### config.mk
export PLATFORM = sky130hd
export DESIGN_NAME = qam_symbol_mapper_flat
export DESIGN_NICKNAME = d
export VERILOG_FILES = /design/src/rtl/qam_symbol_mapper_if.sv /design/src/rtl/qam_symbol_mapper.sv /design/src/flat_wrapper.sv
export SDC_FILE = /design/constraint.sdc
export NUM_CORES = 1
export LEC_CHECK = 0
export CAP_MARGIN = 10
export CORE_MARGIN = 4
export CORE_UTILIZATION = 35
export DETAILED_ROUTE_END_ITERATION = 10
export SYNTH_ARGS = -nofsm -noshare
export SYNTH_HDL_FRONTEND = slang
export SYNTH_SLANG_ARGS = --single-unit
### constraint.sdc
create_clock -name clk -period 6 [get_ports clk]
set_clock_uncertainty 0.15 [all_clocks]
set_input_delay 1.8 -clock clk [delete_from_list [all_inputs] [get_ports clk]]
set_output_delay 1.8 -clock clk [all_outputs]
set_load 0.02 [all_outputs]
### src/rtl/qam_symbol_mapper_if.sv
// Symbol stream toward the OTFS grid writer: valid/ready handshake carrying
// one signed I/Q pair plus an end-of-frame tag.
interface qam_symbol_mapper_if #(
    parameter int unsigned IQ_W = 16
);
    logic                   sym_valid;
    logic                   sym_ready;
    logic signed [IQ_W-1:0] sym_i;
    logic signed [IQ_W-1:0] sym_q;
    logic                   sym_last;

    modport master (
        output sym_valid,
        output sym_i,
        output sym_q,
        output sym_last,
        input  sym_ready
    );

    modport slave (
        input  sym_valid,
        input  sym_i,
        input  sym_q,
        input  sym_last,
        output sym_ready
    );
endinterface

### src/rtl/qam_symbol_mapper.sv
// Packs a serial bit stream into BPSK/4QAM/16QAM Gray-coded I/Q symbols,
// buffers them in a small FIFO and tags the last symbol of each OTFS frame.
module qam_symbol_mapper #(
    parameter int unsigned IQ_W       = 16,
    parameter int unsigned FIFO_DEPTH = 4,
    parameter int unsigned FRAME_LEN  = 64,
    parameter int unsigned AMP_BPSK   = 32767,
    parameter int unsigned AMP_QPSK   = 23170,
    parameter int unsigned AMP_16QAM  = 10362
) (
    input  logic                clk,
    input  logic                rst_n,
    input  logic                start,
    input  logic [2:0]          modulation_order,
    input  logic                bit_valid,
    input  logic                serial_bit,
    qam_symbol_mapper_if.master sym,
    output logic                overflow,
    output logic                mod_err
);

    localparam int unsigned AW = (FIFO_DEPTH > 1) ? $clog2(FIFO_DEPTH) : 1;
    localparam int unsigned CW = AW + 1;
    localparam int unsigned FW = $clog2(FRAME_LEN + 1);

    localparam logic [2:0] ORD_BPSK  = 3'b000;
    localparam logic [2:0] ORD_QAM4  = 3'b001;
    localparam logic [2:0] ORD_QAM16 = 3'b010;

    localparam logic signed [IQ_W-1:0] BPSK_P = IQ_W'(AMP_BPSK);
    localparam logic signed [IQ_W-1:0] QPSK_P = IQ_W'(AMP_QPSK);
    localparam logic signed [IQ_W-1:0] Q16_1  = IQ_W'(AMP_16QAM);
    localparam logic signed [IQ_W-1:0] Q16_3  = IQ_W'(3 * AMP_16QAM);

    typedef struct packed {
        logic signed [IQ_W-1:0] i;
        logic signed [IQ_W-1:0] q;
        logic                   last;
    } sym_t;

    logic [2:0]             order_q;
    logic [1:0]             bit_cnt;
    logic [3:0]             acc;
    logic [FW-1:0]          frame_cnt;
    sym_t                   mem [FIFO_DEPTH];
    logic [AW-1:0]          wr_ptr;
    logic [AW-1:0]          rd_ptr;
    logic [CW-1:0]          count;
    sym_t                   head_q;
    logic                   valid_q;

    logic [1:0]             k_last;
    logic [3:0]             bits_c;
    logic signed [IQ_W-1:0] mag_i;
    logic signed [IQ_W-1:0] mag_q;
    sym_t                   map_c;
    logic                   sym_done;
    logic                   full;
    logic                   pop;
    logic                   push;
    logic                   drop;
    logic [AW-1:0]          rd_next;
    logic [CW-1:0]          cnt_next;
    sym_t                   head_next;

    // Symbol mapping from the stored bits plus the bit arriving this cycle
    always_comb begin
        k_last = 2'd0;
        case (order_q)
            ORD_QAM4:  k_last = 2'd1;
            ORD_QAM16: k_last = 2'd3;
            default:   k_last = 2'd0;
        endcase

        bits_c          = acc;
        bits_c[bit_cnt] = serial_bit;

        // 16QAM Gray levels: first bit of a pair is the sign, second picks 1 vs 3
        mag_i = bits_c[1] ? Q16_1 : Q16_3;
        mag_q = bits_c[3] ? Q16_1 : Q16_3;

        map_c      = '0;
        map_c.last = (frame_cnt == FW'(FRAME_LEN - 1));
        case (order_q)
            ORD_BPSK: begin
                map_c.i = bits_c[0] ? -BPSK_P : BPSK_P;
            end
            ORD_QAM4: begin
                map_c.i = bits_c[0] ? -QPSK_P : QPSK_P;
                map_c.q = bits_c[1] ? -QPSK_P : QPSK_P;
            end
            ORD_QAM16: begin
                map_c.i = bits_c[0] ? -mag_i : mag_i;
                map_c.q = bits_c[2] ? -mag_q : mag_q;
            end
            default: begin
                map_c.i = '0;
                map_c.q = '0;
            end
        endcase
    end

    assign sym_done = bit_valid & ~start & ~mod_err & (bit_cnt == k_last);
    assign full     = (count == CW'(FIFO_DEPTH));
    assign pop      = valid_q & sym.sym_ready;
    assign push     = sym_done & (~full | pop);
    assign drop     = sym_done & full & ~pop;
    assign rd_next  = pop ? rd_ptr + AW'(1) : rd_ptr;
    assign cnt_next = count + CW'(push) - CW'(pop);

    // Next head entry; a push lands directly at the head when it becomes the only entry
    always_comb begin
        head_next = mem[rd_next];
        if (push && (wr_ptr == rd_next)) begin
            head_next = map_c;
        end
    end

    always_ff @(posedge clk) begin
        if (push) begin
            mem[wr_ptr] <= map_c;
        end
    end

    always_ff @(posedge clk or negedge rst_n) begin
        if (!rst_n) begin
            order_q   <= ORD_QAM4;
            mod_err   <= 1'b0;
            overflow  <= 1'b0;
            bit_cnt   <= '0;
            acc       <= '0;
            frame_cnt <= '0;
            wr_ptr    <= '0;
            rd_ptr    <= '0;
            count     <= '0;
            valid_q   <= 1'b0;
            head_q    <= '0;
        end else if (start) begin
            order_q   <= modulation_order;
            mod_err   <= (modulation_order > ORD_QAM16);
            overflow  <= 1'b0;
            bit_cnt   <= '0;
            frame_cnt <= '0;
            wr_ptr    <= '0;
            rd_ptr    <= '0;
            count     <= '0;
            valid_q   <= 1'b0;
        end else begin
            if (bit_valid && !mod_err) begin
                acc[bit_cnt] <= serial_bit;
                bit_cnt      <= (bit_cnt == k_last) ? 2'd0 : bit_cnt + 2'd1;
            end
            if (push) begin
                wr_ptr    <= wr_ptr + AW'(1);
                frame_cnt <= map_c.last ? '0 : frame_cnt + FW'(1);
            end
            if (drop) begin
                overflow <= 1'b1;
            end
            rd_ptr  <= rd_next;
            count   <= cnt_next;
            valid_q <= (cnt_next != '0);
            if (cnt_next != '0) begin
                head_q <= head_next;
            end
        end
    end

    assign sym.sym_valid = valid_q;
    assign sym.sym_i     = head_q.i;
    assign sym.sym_q     = head_q.q;
    assign sym.sym_last  = head_q.last;

endmodule

### src/flat_wrapper.sv
// flat-port wrapper written by rule: the top's interface ports become plain ports
module qam_symbol_mapper_flat 
#(
    parameter int unsigned IQ_W       = 16,
    parameter int unsigned FIFO_DEPTH = 4,
    parameter int unsigned FRAME_LEN  = 64,
    parameter int unsigned AMP_BPSK   = 32767,
    parameter int unsigned AMP_QPSK   = 23170,
    parameter int unsigned AMP_16QAM  = 10362
)
  (clk, rst_n, start, modulation_order, bit_valid, serial_bit, overflow, mod_err, sym_sym_valid, sym_sym_i, sym_sym_q, sym_sym_last, sym_sym_ready);
  qam_symbol_mapper_if #(.IQ_W(IQ_W)) sym_i ();
  input  logic clk;
  input  logic rst_n;
  input  logic start;
  input  logic [2:0] modulation_order;
  input  logic bit_valid;
  input  logic serial_bit;
  output logic overflow;
  output logic mod_err;
  output wire logic [$bits(sym_i.sym_valid)-1:0] sym_sym_valid;
  output wire logic [$bits(sym_i.sym_i)-1:0] sym_sym_i;
  output wire logic [$bits(sym_i.sym_q)-1:0] sym_sym_q;
  output wire logic [$bits(sym_i.sym_last)-1:0] sym_sym_last;
  input wire logic [$bits(sym_i.sym_ready)-1:0] sym_sym_ready;
  assign sym_sym_valid = sym_i.sym_valid;
  assign sym_sym_i = sym_i.sym_i;
  assign sym_sym_q = sym_i.sym_q;
  assign sym_sym_last = sym_i.sym_last;
  assign sym_i.sym_ready = sym_sym_ready;
  qam_symbol_mapper #(.IQ_W(IQ_W), .FIFO_DEPTH(FIFO_DEPTH), .FRAME_LEN(FRAME_LEN), .AMP_BPSK(AMP_BPSK), .AMP_QPSK(AMP_QPSK), .AMP_16QAM(AMP_16QAM)) u_core (.clk(clk), .rst_n(rst_n), .start(start), .modulation_order(modulation_order), .bit_valid(bit_valid), .serial_bit(serial_bit), .sym(sym_i), .overflow(overflow), .mod_err(mod_err));
endmodule
# Word-level counts from Yosys, hierarchy flattened
# Memory sizes are Yosys's and may differ from the RTL's. A register that Yosys moved wholly into a read port is not among the register bits.
# Index checks and enable logic that the tools add are counted.
# word_totals
ff_bits	26
mem_bits_ro	0
word_cells	79
memories	1
output_inout_bits	36
ram_bits	132
latch_bits	0
# op_classes
shift	0
eq_ne	5
reduce_logical	11
multipliers	0
n_lt_le_gt_ge	3
add_sub_neg	8
n_bitwise	12
mux	29
n_div	0
# mem_list
name	words	word_bits	read_ports	rd_ports_with_merged_regs	write_ports	line_no	rtl
u_core.mem	4	33	1	1	1	qam_symbol_mapper.sv:45	sym_t mem [FIFO_DEPTH];
# ops
cell	n
16-bit two-way mux	5
16-bit one-hot mux with 3 select lines	1
16-bit negator	2
16-bit one-hot mux with 2 select lines	1
15-bit two-way mux	2
7-bit two-way mux	3
2-bit two-way mux	7
7-bit by 1-bit adder with 7-bit output (second input constant)	1
1-bit AND	7
7-bit by 6-bit == test with 1-bit output (second input constant)	1
2-bit by 1-bit adder with 2-bit output (second input constant)	3
1-bit two-way mux	6
2-bit nonzero test	3
4-bit bitwise mux	1
1-bit NOT	4
2-bit one-hot mux with 2 select lines	1
2-bit AND reduction	2
3-bit by 1-bit adder with 3-bit output	1
3-bit by 1-bit == test with 1-bit output (second input constant)	1
3-bit by 2-bit == test with 1-bit output (second input constant)	1
3-bit == test (second input constant)	1
3-bit by 2-bit > comparator with 1-bit output (second input constant)	1
3-bit zero test	1
2-bit by 3-bit less-than comparator with 1-bit output (second input constant)	1
other kinds (9)	11

# Logic depth before layout (Yosys ltp)
# depth
depth_word	9
depth_mapped	16
mapped_depth_nobuf	13

# Worst setup path before layout
# No wires, ideal clock.
# synth_path
path_type	input to register
start	input sym_sym_ready
end	register u_core.head_q (netlist bit u_core.sym.sym_i[10])
t_arrival_ps	4480
setup_slack_ps	1284
n_path_buf	4
required_ps	5763
setup_ps	87
stages	16
cell_sequence	buf_2 > nand2_1 > inv_2 > clkbuf_1 > buf_2 > ha_1 > inv_1 > ha_1 > inv_1 > fa_1 > xnor3_1 > a31o_2 > clkinv_1 > buf_1 > o311ai_0 > o211ai_1
# synth_between
elab_chain_cells	7
word_cells_on_any_way	8
classes_between	2 x add/sub; 1 x mux; 3 x bitwise; 2 x reduce/logical
# synth_rtl
element	line_no	rtl
start, declared	flat_wrapper.sv:25	input wire logic [$bits(sym_i.sym_ready)-1:0] sym_sym_ready;
1-bit AND *	qam_symbol_mapper.sv:105	assign pop = valid_q & sym.sym_ready;
1-bit OR	qam_symbol_mapper.sv:106	assign push = sym_done & (~full | pop);
1-bit AND	qam_symbol_mapper.sv:106	
3-bit by 1-bit adder with 3-bit output	qam_symbol_mapper.sv:109	assign cnt_next = count + CW'(push) - CW'(pop);
3-bit by 1-bit subtractor with 3-bit output	qam_symbol_mapper.sv:109	
3-bit nonzero test	qam_symbol_mapper.sv:163	if (cnt_next != '0) begin
2-bit AND reduction (no line)	-	
end signal, assigned	qam_symbol_mapper.sv:164	head_q <= head_next;
end, declared	qam_symbol_mapper.sv:49	sym_t head_q;
# Every way passes the cells marked *; elsewhere a longest branch is shown, timed or not.
# A chain may end at the register's enable or synchronous reset.

# Worst setup path in the final report
# layout_path
start	input sym_sym_ready
end	register u_core.head_q (netlist bit u_core.sym.sym_q[15])
# The elaborated chain is that of the path after synthesis.

==> metrics.md <==
| Metric | Value |
|---|---|
| Count of final setup violators | `0` |
| Post-synth top flop | `edfxtp_1` |
| RSZ-0062 raised after global routing | `no` |
| Post-CTS Hold Buffers | `0` |
| CP Max Fanout | `35` |
| Netlist cell types | `65` |
| Via density | `5.64` |
| Die area | `19400 um^2` |
| Core Box Area | `16800 um^2` |
| Setup bufs post-CTS | `0` |
| Hold Path Class | `flip-flop to flip-flop` |
| Total Power | `3.14 mW` |
| Average size of a mapped cell | `12.4 um^2` |
| Fmax | `196 MHz` |
| Drt wl/cell | `19.5 um` |
| Worst Hold Endpoint | `u_core.sym.sym_i[10]$_DFFE_PN0P_` |
| GP Congestion | `0.770` |
| Initial antenna violation count | `0` |
| # clock sinks | `121` |
| Setup crit start kind | `input pin` |
| Setup tns final | `0 ns` |
| Hpwl dp | `9180 um` |
| # H-tree levels | `4` |
| Storage cell area | `3410 um^2` |
| # Max-Cap Violations | `0` |
| Synth top cells by count | `edfxtp_1 (76), dfrtp_1 (44), nand2_1 (36)` |
| Final-report max-slew violation count | `0` |
| Diodes inserted | `0` |
| Vias | `4205` |
| Number of CTS-inserted buffers | `17` |
| CTS tree | `yes` |
| CP endpoint kind | `flip-flop` |
| IO Port Bufs | `43` |
| Synth Area in Simple Gates | `11.0%` |
| Nets | `534` |
| First-pass GRT wire length | `23300 um` |
| I/O pins | `45` |
| R2R depth | `14` |
| Pin count of the biggest net entering global routing | `46` |
| Placed cells | `713` |
| Crit path cell chain | `clkdlybuf4s50_1, nand2_1, and3_1, nor2_1, ha_1, inv_1, fa_1, xnor3_1, a31o_2, clkinv_1, buf_4, o21a_1, o311ai_1, o311a_1` |
| Final antenna-violating net count | `0` |
| Slew margin rel. | `35.4%` |
| Hold depth | `2` |
| Synth Warn # | `0` |
| Cell row count | `47` |
| Slowest cell on crit path | `clkdlybuf4s50_1` |
| CP Class | `input pin to flip-flop` |
| Status | `finished, final reports clean` |
| Leading area contributor after synthesis | `edfxtp_1` |
| Seq/Total Area, Yosys | `56.5%` |
| Grt ovf | `0` |
| Most area-consuming cells after synthesis | `edfxtp_1 (38%), dfrtp_1 (18%), mux4_2 (3.7%), mux2_2 (3.2%), ha_1 (2.3%)` |
| Final period utilization | `85.1%` |
| Die height | `139 um` |
| Share of the synthesized area in the top cell type | `37.9%` |
| Layout cells sized above 1 | `16.0%` |
| DRC | `0` |
| Final Critical Period | `5.11 ns` |
| R2r setup slk | `1.79 ns` |
| Post-synth ARST share | `37.2%` |
| Reg-to-Reg Start | `u_core.order_q[1]$_DFFE_PN0P_` |
| Static Leak | `2.59 nW` |
| Post-synthesis cell count | `488` |
| Later-pin clock latency in the skew report | `0.42 ns` |
| Initial Util | `36.0%` |
| Endpoints failing hold | `0` |
| CTS Buffer Depth | `2` |
| Arrival time worst endpoint | `5.31 ns` |
| Wirelength, routed | `14600 um` |
| # fillers | `1525` |
| RR Endpoint | `u_core.sym.sym_q[15]$_DFFE_PN0P_` |
| Synthesized area | `6030 um^2` |
| Largest family of logic cells by synthesized area | `compound AO/OA/AOI/OAI gates` |
| Post-Synth XOR/XNOR Area | `0.955%` |
| Least-Margin Pin Slew | `0.970 ns` |
| Post-synthesis adder-cell area fraction | `2.61%` |
| Compound-gate portion of the synthesized area | `15.2%` |
| Final core utilization | `42.6%` |
| Critical path required time | `6.20 ns` |
| Syn Nets | `509` |
| Fin cells | `746` |
| Min-delay src | `u_core.sym.sym_i[10]$_DFFE_PN0P_` |
| Clock transition at the registers of the reported paths | `0.05 ns` |
| Vias in the first global route | `4180` |
| Iter 0 DRT Violations | `322` |
| Die width | `139 um` |
| Mux share of post-synthesis cell area | `7.74%` |
| Layout area overhead | `18.4%` |
| Clock root buffer | `clkbuf_16` |
| Yosys reg bits | `121` |
| Post-synth EDFFs | `76` |
| Max VDD drop | `0.237 mV` |
| Multi-input gate area | `2270 um^2` |
| Resize count post-CTS | `0` |
| Total track usage | `15.4%` |
| Cell with the most instances after synthesis | `edfxtp_1` |
| DR pass1 iterations | `5` |
| Pwr dens | `440 nW/um^2` |
| Max incr delay on CP | `0.64 ns` |
## metrics by stage
stage | area, um^2 | setup WS (ns) | hold slack (ns)
3_5_place_dp | 6530 | 0.507 | 0.345
2_1_floorplan | 6030 | 1.28 | 0.363
4_1_cts | 7120 | 0.937 | 0.358
6_report | 7140 | 0.894 | 0.347
5_1_grt | 7140 | 0.564 | 0.376
3_3_place_gp | 6530 | 0.582 | 0.342
## sequential cells by signal, indices dropped and copies added, names as in the netlist
name / count
u_core.wr_ptr: 2
u_core.sym.sym_i: 10
u_core.rd_ptr: 2
u_core.order_q: 3
u_core.frame_cnt: 7
u_core.mod_err: 1
u_core.overflow: 1
u_core.count: 3
u_core.acc: 4
u_core.sym.sym_last: 1
u_core.mem: 76
u_core.sym.sym_valid: 1
u_core.bit_cnt: 2
u_core.sym.sym_q: 8
## final cells by class
type / instances / area share [%]
well taps: 220 / 3.85
repair buffers: 57 / 7.60
inverters: 15 / 0.788
clock inverters: 8 / 0.753
flip-flops and latches: 121 / 47.7
clock buffers: 24 / 7.48
multi-input cells: 301 / 31.8
## logic make-up (layout without fill, tap and decap cells)
group	after synthesis	in the layout
other	1	1
buffers and inverters	66	104
AND/OR/NAND/NOR	128	128
XOR/XNOR	5	5
flip-flops	121	121
multiplexers	32	32
AO/OA/AOI/OAI	123	123
adder cells (fa/ha/maj)	12	12
## placed cells by master, fill, tap and decap left out, drive strengths merged, types with 3 or more instances in the layout
cell,n
o211ai,12
clkbuf,24
a21oi,18
edfxtp,76
a31oi,8
o311ai,19
nand3,9
or4,3
mux4,10
o311a,4
o21a,8
o22ai,4
clkdlybuf4s50,42
or3,4
o31ai,7
buf,15
a221oi,8
mux2,17
o21ai,14
nor2b,5
nor2,22
and3,15
o221ai,7
nand2,36
inv,17
ha,11
nand2b,11
dfrtp,44
mux2i,5
clkinv,4
nor3,8
## metal layers
metal	share of wire, %	track usage (%)	up-vias	wire [um]
li1	-	-	1916	-
met2	48	24.2	161	7000
met4	1.5	6.54	0	218
met1	45	20.5	2111	6480
met3	5.9	3.67	17	863
met5	0	0	-	0
## where the power goes
part	leakage (nW)	internal, mW	total [mW]	switching, mW
clock	0.290	0.622	0.993	0.371
combinational	1.04	0.456	1.04	0.585
sequential	1.27	0.999	1.11	0.107
total	2.59	2.08	3.14	1.06
## how the worst max path moves through the flow
stage | startpoint | to | slack, ns | cells past startpoint
final | sym_sym_ready | u_core.sym.sym_q[15]$_DFFE_PN0P_ | 0.89 | 14
after global routing | sym_sym_ready | u_core.sym.sym_q[15]$_DFFE_PN0P_ | 0.56 | 14
after CTS | sym_sym_ready | u_core.sym.sym_q[15]$_DFFE_PN0P_ | 0.94 | 14
after detailed placement | sym_sym_ready | u_core.sym.sym_q[11]$_DFFE_PN0P_ | 0.51 | 14
after global placement | sym_sym_ready | u_core.sym.sym_q[13]$_DFFE_PN0P_ | 0.58 | 14
after floorplan | sym_sym_ready | u_core.sym.sym_i[10]$_DFFE_PN0P_ | 1.28 | 16
## worst max-delay path, delay by kind of cell
kind | cells | cell delay [ns]
buffers and inverters | 4 | 1.08
xor gates and xnor gates | 1 | 0.24
and+or+nand+nor | 3 | 0.67
adders and majority gates | 2 | 0.60
AOI/OAI and AO/OA | 4 | 0.90
Power figures use the tool's default switching activity.
